### config.mk
export PLATFORM = sky130hd
export DESIGN_NAME = wave_gen_flat
export DESIGN_NICKNAME = d
export VERILOG_FILES = /design/src/rtl/wave_gen_if.sv /design/src/rtl/wave_gen.sv /design/src/flat_wrapper.sv
export SDC_FILE = /design/constraint.sdc
export NUM_CORES = 1
export LEC_CHECK = 0
export ABC_CLOCK_PERIOD_IN_PS = 4600
export CAP_MARGIN = 20
export CORE_MARGIN = 8
export CORE_UTILIZATION = 40
export DETAILED_ROUTE_END_ITERATION = 7
export GPL_ROUTABILITY_DRIVEN = 0
export PLACE_DENSITY = 0.71
export SETUP_SLACK_MARGIN = 0.1
export SYNTH_ARGS = -nofsm -noshare
export SYNTH_HDL_FRONTEND = slang
export SYNTH_SLANG_ARGS = --single-unit
### constraint.sdc
create_clock -name clk -period 4.6 [get_ports clk]
set_input_delay 0.92 -clock clk [delete_from_list [all_inputs] [get_ports clk]]
set_output_delay 0.92 -clock clk [all_outputs]
set_load 0.02 [all_outputs]
### src/rtl/wave_gen_if.sv
// wave_gen_if: control/config inputs and sample/status outputs of the waveform generator.
// Latency: none (signal bundle only). Backpressure: none; the sample stream is free-running.
// Modports: master drives enable/cfg_*, slave (wave_gen) drives wave_out and the status pulses.
interface wave_gen_if #(
  parameter int WIDTH  = 12,
  parameter int STEP_W = 8,
  parameter int DIV_W  = 16
);
  logic              enable;
  logic              cfg_load;
  logic [1:0]        cfg_mode;
  logic [STEP_W-1:0] cfg_step;
  logic [DIV_W-1:0]  cfg_div;
  logic [WIDTH-1:0]  cfg_lo;
  logic [WIDTH-1:0]  cfg_hi;
  logic [WIDTH-1:0]  wave_out;
  logic              sample_tick;
  logic              period_start;
  logic              dir_up;
  logic              cfg_pending;

  modport master (
    output enable, cfg_load, cfg_mode, cfg_step, cfg_div, cfg_lo, cfg_hi,
    input  wave_out, sample_tick, period_start, dir_up, cfg_pending
  );

  modport slave (
    input  enable, cfg_load, cfg_mode, cfg_step, cfg_div, cfg_lo, cfg_hi,
    output wave_out, sample_tick, period_start, dir_up, cfg_pending
  );
endinterface

### src/rtl/wave_gen.sv
// wave_gen: multi-mode periodic waveform generator (triangle, saw up, square, saw down) for the DAC path.
// Latency: wave_out/sample_tick/period_start update 1 clk after the prescaler tick condition.
// Backpressure: none; enable=0 freezes prescaler and phase, new config is applied only at period starts.
// Ports: clk, rst (sync, active-high), bus (wave_gen_if.slave) carrying enable, cfg_* and the outputs.
module wave_gen #(
  parameter int WIDTH  = 12,
  parameter int STEP_W = 8,
  parameter int DIV_W  = 16
) (
  input  logic     clk,
  input  logic     rst,
  wave_gen_if.slave bus
);
  localparam int NW = WIDTH + 1;

  // Active configuration
  logic [1:0]        r_mode;
  logic [STEP_W-1:0] r_step;
  logic [DIV_W-1:0]  r_div;
  logic [WIDTH-1:0]  r_lo;
  logic [WIDTH-1:0]  r_hi;

  // Pending (shadow) configuration
  logic [1:0]        r_p_mode;
  logic [STEP_W-1:0] r_p_step;
  logic [DIV_W-1:0]  r_p_div;
  logic [WIDTH-1:0]  r_p_lo;
  logic [WIDTH-1:0]  r_p_hi;
  logic              r_pending;

  // Engine state and registered outputs. r_eng is the triangle/saw position;
  // it differs from r_wave only in square mode, where the output is hi/lo.
  logic [DIV_W-1:0]  r_cnt;
  logic [WIDTH-1:0]  r_eng;
  logic [WIDTH-1:0]  r_wave;
  logic              r_dir;
  logic              r_tick;
  logic              r_pstart;

  logic              w_tick;
  logic              w_degen;
  logic [NW-1:0]     w_step;
  logic [NW-1:0]     w_eng_x;
  logic [NW-1:0]     w_hi_x;
  logic [NW-1:0]     w_up;
  logic [NW-1:0]     w_dnlim;
  logic [WIDTH-1:0]  w_dn;
  logic [WIDTH-1:0]  w_eng_nxt;
  logic [WIDTH-1:0]  w_wave_nxt;
  logic              w_dir_nxt;
  logic              w_wrap;

  logic              w_p_degen;
  logic              w_p_down;
  logic [WIDTH-1:0]  w_s_eng;
  logic [WIDTH-1:0]  w_s_wave;
  logic              w_s_dir;
  logic              w_apply_idle;
  logic              w_apply;

  assign w_tick  = bus.enable && (r_cnt == r_div);
  assign w_degen = (r_lo >= r_hi);

  // All limit comparisons are done one bit wider so a step past hi never wraps.
  assign w_step  = (r_step == '0) ? NW'(1) : NW'(r_step);
  assign w_eng_x = {1'b0, r_eng};
  assign w_hi_x  = {1'b0, r_hi};
  assign w_up    = w_eng_x + w_step;
  assign w_dnlim = {1'b0, r_lo} + w_step;
  // Only used when r_eng >= lo+step, so it cannot underflow.
  assign w_dn    = r_eng - w_step[WIDTH-1:0];

  always_comb begin
    w_eng_nxt = r_eng;
    w_dir_nxt = r_dir;
    w_wrap    = 1'b0;
    if (w_degen) begin
      w_eng_nxt = r_lo;
      w_dir_nxt = 1'b1;
      w_wrap    = 1'b1;
    end else begin
      case (r_mode)
        2'd1: begin
          w_dir_nxt = 1'b1;
          if (w_up > w_hi_x) begin
            w_eng_nxt = r_lo;
            w_wrap    = 1'b1;
          end else begin
            w_eng_nxt = w_up[WIDTH-1:0];
          end
        end
        2'd3: begin
          w_dir_nxt = 1'b0;
          if (w_eng_x < w_dnlim) begin
            w_eng_nxt = r_hi;
            w_wrap    = 1'b1;
          end else begin
            w_eng_nxt = w_dn;
          end
        end
        default: begin
          // Triangle engine (modes 0 and 2). Both turnarounds clamp to the
          // limit, so each extreme appears for exactly one sample.
          if (r_dir) begin
            if (w_up >= w_hi_x) begin
              w_eng_nxt = r_hi;
              w_dir_nxt = 1'b0;
            end else begin
              w_eng_nxt = w_up[WIDTH-1:0];
            end
          end else begin
            if (w_eng_x <= w_dnlim) begin
              w_eng_nxt = r_lo;
              w_dir_nxt = 1'b1;
              w_wrap    = 1'b1;
            end else begin
              w_eng_nxt = w_dn;
            end
          end
        end
      endcase
    end
  end

  assign w_wave_nxt = ((r_mode == 2'd2) && !w_degen) ? (w_dir_nxt ? r_hi : r_lo) : w_eng_nxt;

  // Start point for the pending config. Square starts with the engine at lo
  // and rising, so its first output sample is hi.
  assign w_p_degen = (r_p_lo >= r_p_hi);
  assign w_p_down  = (r_p_mode == 2'd3) && !w_p_degen;
  assign w_s_eng   = w_p_down ? r_p_hi : r_p_lo;
  assign w_s_dir   = !w_p_down;
  assign w_s_wave  = ((r_p_mode == 2'd2) && !w_p_degen) ? r_p_hi : w_s_eng;

  assign w_apply_idle = !bus.enable && r_pending;
  assign w_apply      = (w_tick && w_wrap && r_pending) || w_apply_idle;

  always_ff @(posedge clk) begin
    if (rst) begin
      r_mode    <= 2'd0;
      r_step    <= STEP_W'(1);
      r_div     <= '0;
      r_lo      <= '0;
      r_hi      <= '1;
      r_p_mode  <= 2'd0;
      r_p_step  <= STEP_W'(1);
      r_p_div   <= '0;
      r_p_lo    <= '0;
      r_p_hi    <= '1;
      r_pending <= 1'b0;
      r_cnt     <= '0;
      r_eng     <= '0;
      r_wave    <= '0;
      r_dir     <= 1'b1;
      r_tick    <= 1'b0;
      r_pstart  <= 1'b0;
    end else begin
      r_tick   <= w_tick;
      r_pstart <= w_tick && w_wrap;

      if (bus.enable) begin
        r_cnt <= w_tick ? '0 : r_cnt + 1'b1;
      end
      if (w_apply_idle) begin
        r_cnt <= '0;
      end

      if (w_apply) begin
        r_mode <= r_p_mode;
        r_step <= r_p_step;
        r_div  <= r_p_div;
        r_lo   <= r_p_lo;
        r_hi   <= r_p_hi;
        r_eng  <= w_s_eng;
        r_dir  <= w_s_dir;
        r_wave <= w_s_wave;
      end else if (w_tick) begin
        r_eng  <= w_eng_nxt;
        r_dir  <= w_dir_nxt;
        r_wave <= w_wave_nxt;
      end

      // A load in the same cycle as an apply stays pending for the next one.
      if (bus.cfg_load) begin
        r_p_mode  <= bus.cfg_mode;
        r_p_step  <= bus.cfg_step;
        r_p_div   <= bus.cfg_div;
        r_p_lo    <= bus.cfg_lo;
        r_p_hi    <= bus.cfg_hi;
        r_pending <= 1'b1;
      end else if (w_apply) begin
        r_pending <= 1'b0;
      end
    end
  end

  assign bus.wave_out     = r_wave;
  assign bus.sample_tick  = r_tick;
  assign bus.period_start = r_pstart;
  assign bus.dir_up       = r_dir;
  assign bus.cfg_pending  = r_pending;
endmodule
### src/flat_wrapper.sv
// flat-port wrapper written by rule: the top's interface ports become plain ports
module wave_gen_flat 
#(
  parameter int WIDTH  = 12,
  parameter int STEP_W = 8,
  parameter int DIV_W  = 16
)
  (clk, rst, bus_enable, bus_cfg_load, bus_cfg_mode, bus_cfg_step, bus_cfg_div, bus_cfg_lo, bus_cfg_hi, bus_wave_out, bus_sample_tick, bus_period_start, bus_dir_up, bus_cfg_pending);
  wave_gen_if #(.WIDTH(WIDTH), .STEP_W(STEP_W), .DIV_W(DIV_W)) bus_i ();
  input  logic clk;
  input  logic rst;
  input wire logic [$bits(bus_i.enable)-1:0] bus_enable;
  input wire logic [$bits(bus_i.cfg_load)-1:0] bus_cfg_load;
  input wire logic [$bits(bus_i.cfg_mode)-1:0] bus_cfg_mode;
  input wire logic [$bits(bus_i.cfg_step)-1:0] bus_cfg_step;
  input wire logic [$bits(bus_i.cfg_div)-1:0] bus_cfg_div;
  input wire logic [$bits(bus_i.cfg_lo)-1:0] bus_cfg_lo;
  input wire logic [$bits(bus_i.cfg_hi)-1:0] bus_cfg_hi;
  output wire logic [$bits(bus_i.wave_out)-1:0] bus_wave_out;
  output wire logic [$bits(bus_i.sample_tick)-1:0] bus_sample_tick;
  output wire logic [$bits(bus_i.period_start)-1:0] bus_period_start;
  output wire logic [$bits(bus_i.dir_up)-1:0] bus_dir_up;
  output wire logic [$bits(bus_i.cfg_pending)-1:0] bus_cfg_pending;
  assign bus_i.enable = bus_enable;
  assign bus_i.cfg_load = bus_cfg_load;
  assign bus_i.cfg_mode = bus_cfg_mode;
  assign bus_i.cfg_step = bus_cfg_step;
  assign bus_i.cfg_div = bus_cfg_div;
  assign bus_i.cfg_lo = bus_cfg_lo;
  assign bus_i.cfg_hi = bus_cfg_hi;
  assign bus_wave_out = bus_i.wave_out;
  assign bus_sample_tick = bus_i.sample_tick;
  assign bus_period_start = bus_i.period_start;
  assign bus_dir_up = bus_i.dir_up;
  assign bus_cfg_pending = bus_i.cfg_pending;
  wave_gen #(.WIDTH(WIDTH), .STEP_W(STEP_W), .DIV_W(DIV_W)) u_core (.clk(clk), .rst(rst), .bus(bus_i));
endmodule
==> results of run 1 <==
==> path summary, 6_finish.rpt <==
check	slack, ns	end	start
hold / removal	0.45	u_core.r_div[15]	u_core.r_p_div[15]
hold reg to reg	0.45	u_core.r_div[15]	u_core.r_p_div[15]
setup / recovery	-0.46	u_core.bus.wave_out[11]	u_core.r_step[3]
setup reg to reg	-0.46	u_core.bus.wave_out[11]	u_core.r_step[3]
==> per-layer routing <==
| layer | share of wire (%) | vias up | GRT usage [%] | wire length (um) |
|---|---|---|---|---|
| met4 | 7.3 | 0 | 16.5 | 2720 |
| li1 | - | 4718 | - | - |
| met1 | 39 | 4943 | 28.2 | 14300 |
| met5 | 0 | - | 0 | 0 |
| met2 | 45 | 626 | 36.6 | 16600 |
| met3 | 9.6 | 225 | 6.25 | 3580 |
==> worst max-delay path: cells and delay by family, from the launching register on <==
kind | cells | cell delay [ns]
AOI/OAI and AO/OA | 9 | 1.84
and+or+nand+nor | 5 | 1.30
adders and majority gates | 3 | 0.67
buffers and inverters | 4 | 0.59
DFF | 1 | 0.32
xor gates and xnor gates | 1 | 0.18
==> power breakdown <==
group	leakage (uW)	internal, uW	switching [uW]
Combinational	0.00418	1370	1590
Clock	0.000277	785	588
Sequential	0.00118	1350	148
==> kinds of logic after synthesis <==
| group | count (synthesis) |
|---|---|
| AND/OR/NAND/NOR | 407 |
| AO/OA/AOI/OAI | 328 |
| flip-flops | 144 |
| buffers and inverters | 137 |
| adder cells (fa/ha/maj) | 76 |
| multiplexers | 67 |
| XOR/XNOR | 54 |
==> per-stage QoR <==
stage,cell area [um2],instances
2_1_floorplan,9610,1213
3_5_place_dp,11300,1646
3_3_place_gp,11300,1646
5_1_grt,13300,1715
6_report,13300,1715
4_1_cts,12600,1697
==> area by class of cell <==
| type | count | area (um2) |
|---|---|---|
| Inverter | 62 | 233 |
| Fill cell | 1982 | 10200 |
| Timing Repair Buffer | 226 | 2250 |
| Tap cell | 319 | 399 |
| Sequential cell | 144 | 2890 |
| Multi-Input combinational cell | 932 | 6950 |
| Clock buffer | 20 | 457 |
| Clock inverter | 12 | 128 |
==> cell usage in the layout (no fill, tap or decap), types with 10 or more instances in the layout <==
cell,instances
dfxtp_1,142
o21a_1,11
clkbuf_16,20
buf_6,12
a31oi_1,14
a21oi_1,76
mux2i_1,54
xnor2_1,35
xor2_1,17
a211oi_1,10
o211ai_1,41
buf_4,123
buf_12,12
inv_1,60
nand2b_1,11
nand3_1,28
nand2_2,17
nor3_1,20
nand2_4,13
o21ai_0,26
mux2_2,12
nand4_1,18
nor2_1,113
ha_1,70
clkdlybuf4s50_1,67
a21oi_2,27
nand2_1,126
==> repair_timing <==
| action | in CTS | in global routing |
|---|---|---|
| gates resized for setup | 88 | 110 |
| gates cloned | 6 | 3 |
| setup buffers | 13 | 13 |
| endpoints found under the setup margin | 77 | 77 |
| pin swaps | 43 | 66 |
==> flow_metrics.tcl, run 1 <==
set metrics [dict create \
    initial_core_util_pct 40.8 \
    clockBufferDepth 2 \
    synth_area_leaders "dfxtp_1 (30%), ha_1 (9.5%), nand2_1 (6.1%)" \
    cts-root-buf "clkbuf_16" \
    cts_tree "yes" \
    top_regs "u_core.r_cnt: 16 flops, u_core.r_div: 16 flops, u_core.r_p_div: 16 flops" \
    failed_checks "DRC, setup timing" \
    hold_viol 0 \
    pin_count 70 \
    fin_skew_ns 0.0121 \
    path_cells "nor4_2, a41o_1, buf_4, ha_4, fa_2, nand2b_4, a221oi_4, buf_6, o22ai_2, xnor2_2, ha_1, nand4_1, or4_4, a21boi_4, o21ai_4, buf_4, buf_6, a21oi_1, a221oi_1, nand4_1, o211ai_1, a211oi_1" \
    num_vias 10500 \
    syn_inst 1213 \
    min_period_ns 5.06 \
    synthAdderAreaFrac_pct 10.1 \
    synth_compound_area_share_pct 23.1 \
    yosysSeqAreaShare_pct 30.0 \
    setup_ws_ns -0.461 \
    synth_edf_count 0 \
    hold_buffers 0 \
    yosysMostFrequentCell "nand2_1" \
    yosysUniqueCellTypes 72 \
    yosysWarnings 0 \
    max_cap_viol_count 0 \
    syn_area_per_cell_um2 7.92 \
    max_freq_mhz 198 \
    hp-class "reg -> reg" \
    clk_pin_slew_worst_paths_ns 0.06 \
    port_buffers 69 \
    h-tree-depth 4 \
    setup_viol 77 \
    rows 56 \
    drc_errors 19 \
    core_um2 23500 \
    max_slew_margin_pct 3.28 \
    cts_sinks 144 \
    fin_tns_setup_ns -21.45 \
    endpoint_kind "flop" \
    fp.dieH_um 171 \
    grt_overflow 0 \
    n_antenna_cell 0 \
    arrival_ns 5.35 \
    grt_max_degree 51 \
    dp_slack_ns -0.338 \
    ys_top_cells_by_count "nand2_1 (156), dfxtp_1 (144), nor2_1 (119)" \
    worstPathMaxFanout 8 \
    dp_hpwl_mm 25.1 \
    drt_iter0_drc 1433 \
    min_path_cells 2 \
    synth_xor_area_share_pct 4.92 \
    synth_top_area_share_pct 30.0 \
    synth-seq-cells 144 \
    fin_nets 1513 \
    grt_pass1_wl_mm 54.2 \
    fin_crit_sh_pct 110 \
    worst_slew_pin_slew_ns 1.44 \
    antenna_found_initial 0 \
    fin_util_pct 56.5 \
    synth_mux_area_share_pct 7.15 \
    synth_area_leader_cell "dfxtp_1" \
    synth_top_family_by_area "compound AO/OA/AOI/OAI gates" \
    drv_slew 0 \
    dr.pass1.iters 8 \
    grt_pass1_vias 10100 \
    cellPowerDensity_nw_per_um2 439 \
    avgRoutedWirePerCell_um 21.7 \
    peakVddDrop_uv 339 \
    vias_per_cell 6.13 \
    wirelength_mm 37.3 \
    setup.worst_path.class "reg -> reg" \
    numCtsBuffers 17 \
    leakage_uw 0.00564 \
    drive_above_1_share_pct 24.9 \
    yosys.area_share.simple_pct 18.9 \
    total_power_uw 5840 \
    synth-main-ff-cell "dfxtp_1" \
    synthToLayoutAreaGrowth_pct 38.5 \
    cpPeakStageDelay_ns 0.55 \
    worstPathRequired_ns 4.89 \
    dieArea_um2 29200 \
    die_width_um 171 \
    cpMaxStageDelayCell "or4_4" \
    insertion_delay_ns 0.43 \
    hold_ws_ns 0.454 \
    grt_use_total_pct 23.6 \
    outcome "finished, violations left" \
    rr_worst_depth 22 \
    async_flop_share_pct 0 \
    rsz0062_at_grt "true" \
    ant_nets 0 \
    synth_area_um2 9610 \
    syn-num-nets 1343 \
    worst_setup_path_start_kind "flop" \
]
No activity file was read; power rests on OpenSTA's default activity.
==> run 2, diff against run 1 <==
--- a/config.mk
+++ b/config.mk
@@ -16,3 +16,4 @@
 export SYNTH_ARGS = -nofsm -noshare
 export SYNTH_HDL_FRONTEND = slang
 export SYNTH_SLANG_ARGS = --single-unit
+export TNS_END_PERCENT = 20
==> run 2 against run 1 <==
  * The run ends with setup timing left
  * Die area is the same
  * Hold slack barely moved
  * Largest cell class unchanged
  * Clock power is essentially flat
  * First-iteration DRC count down 7.0%
  * Flip-flop and latch count did not move
  * Sequential share of layout area increased by 0.49 points
  * Via count fell by 1.9%
==> flow_metrics.tcl, run 2 (synthesis gave the netlist of run 1 again) <==
set metrics [dict create \
    outcome "finished, violations left" \
    failed_checks "setup timing" \
    synthToLayoutAreaGrowth_pct 35.5 \
    grt_pass1_vias 10000 \
    wirelength_mm 36.0 \
    path_buf_inv 6 \
    cellPowerDensity_nw_per_um2 442 \
    hp-class "reg -> reg" \
    endpoint_kind "flop" \
    cpPeakStageDelay_ns 0.40 \
    path_cells "nor4_2, a41o_1, ha_2, inv_2, fa_2, nand2b_4, a21oi_4, a211oi_2, o21bai_1, a21oi_1, buf_4, xor2_1, ha_1, nand4_1, buf_4, or3_4, buf_4, buf_4, a21o_4, buf_4, a21oi_2, o311ai_4, a31oi_2, nor3_1" \
    mostFrequentLayoutCells "nand2_1 (145), dfxtp_1 (142), buf_4 (123)" \
    cpMostUsedCell "buf_4" \
    peakVddDrop_uv 342 \
    worstPathMaxFanout 6 \
    drive_above_1_share_pct 22.2 \
    fin_skew_ns 0.0115 \
    crit_family "compound AO/OA/AOI/OAI gates" \
    drv_slew 0 \
    antenna_found_initial 1 \
    vias_per_cell 6.03 \
    port_buffers 69 \
    setup_ws_ns -0.379 \
    avgRoutedWirePerCell_um 21.1 \
    top_regs "u_core.r_cnt: 16 flops, u_core.r_div: 16 flops, u_core.r_p_div: 16 flops" \
    die_width_um 171 \
    setup.worst_path.class "reg -> reg" \
    final_area_um2 13000 \
    n_antenna_cell 0 \
    dp_slack_ns -0.338 \
    grt_pass1_wl_mm 54.6 \
    fin_nets 1507 \
    drt_iter0_drc 1332 \
    dp_hpwl_mm 25.1 \
    hold_ws_ns 0.454 \
    hold_buffers 0 \
    fin_crit_sh_pct 108 \
    drc_errors 0 \
    cts-root-buf "clkbuf_16" \
    insertion_delay_ns 0.43 \
    dieArea_um2 29200 \
    worst_slew_pin_slew_ns 1.29 \
    core_um2 23500 \
    postPlaceCellArea_um2 11300 \
    worst_setup_path_start_kind "flop" \
    max_freq_mhz 201 \
    layout_commonest_cell "nand2_1" \
    cts_sinks 144 \
    grt_overflow 0 \
    ant_nets 0 \
    fp.dieH_um 171 \
    cts_tree "yes" \
    clockBufferDepth 2 \
    clk_pin_slew_worst_paths_ns 0.07 \
    arrival_ns 5.27 \
    max_slew_margin_pct 13.1 \
    numCtsBuffers 17 \
    leakage_uw 0.00552 \
    worstPathRequired_ns 4.89 \
    cpMaxStageDelayCell "or3_4" \
    h-tree-depth 4 \
    setup_viol 73 \
    pin_count 70 \
    rows 56 \
    dr.pass1.iters 7 \
    grt_use_total_pct 23.8 \
    num_vias 10300 \
    initial_core_util_pct 40.8 \
    hold_viol 0 \
    rsz0062_at_grt "true" \
    grt_max_degree 51 \
    min_period_ns 4.98 \
    max_cap_viol_count 0 \
]
## run 2: cell types whose count changed in the layout (fill, tap and decap cells not counted), moves of 2 or more
cell       change
nand3_1        +3
clkbuf_16      -3
nand2_2        -6
a21oi_2        -7
a21oi_1        +7
nand2_1       +19
nand2_4       -13
nand3_2        -3
buf_6          -2
## run 2: what timing repair did
action	4_1_cts	5_1_grt
endpoints found under the setup margin	77	77
buffers inserted	12	11
gates resized for setup	84	61
cloned	6	0
pin swaps	43	43
## run 2: worst min-delay path, delay by kind of cell, from the launching register on
kind            cells  cell delay (ns)
simple gates        1             0.05
flops               1             0.31
compound gates      1             0.05
## run 2: metal layers
layer	global-route usage, %	routed length, um
met5	0	9
met4	15.8	2570
met3	6.66	3720
met2	36.8	15900
met1	28.6	13800
## run 2: worst paths after layout
| kind | startpoint | end | slack, ns | cells after the start |
|---|---|---|---|---|
| max reg2reg | u_core.r_step[3] | u_core.bus.wave_out[3] | -0.38 | 24 |
| max | u_core.r_step[3] | u_core.bus.wave_out[3] | -0.38 | 24 |
| min | u_core.r_p_div[7] | u_core.r_div[7] | 0.45 | 2 |
| min reg2reg | u_core.r_p_div[7] | u_core.r_div[7] | 0.45 | 2 |
## run 2: final cells by class
cell class                      count  area (um2)
Clock buffer                       20         457
Clock inverter                     12         128
Fill cell                        2042       10500
Inverter                           62         233
Multi-Input combinational cell    932        6770
Sequential cell                   144        2890
Tap cell                          319         399
Timing Repair Buffer              220        2150
## run 2: power by group
| group | total [uW] | switching, uW | internal (uW) | leakage [uW] |
|---|---|---|---|---|
| Clock | 1370 | 585 | 786 | 0.000277 |
| Combinational | 2880 | 1520 | 1370 | 0.00407 |
| Sequential | 1500 | 146 | 1350 | 0.00118 |
| Total | 5750 | 2250 | 3500 | 0.00552 |
## run 2: per-stage QoR
stage	power, uW	TNS (ns)	utilization (%)	std cells
global placement	3650	-4.13	48.2	1646
CTS	5460	-4.98	53.6	1696
global route	5960	-26.05	55.3	1709
floorplan	2840	0	-	1213
finish	5750	-12.19	55.3	1709
detailed placement	3680	-13.90	48.2	1646
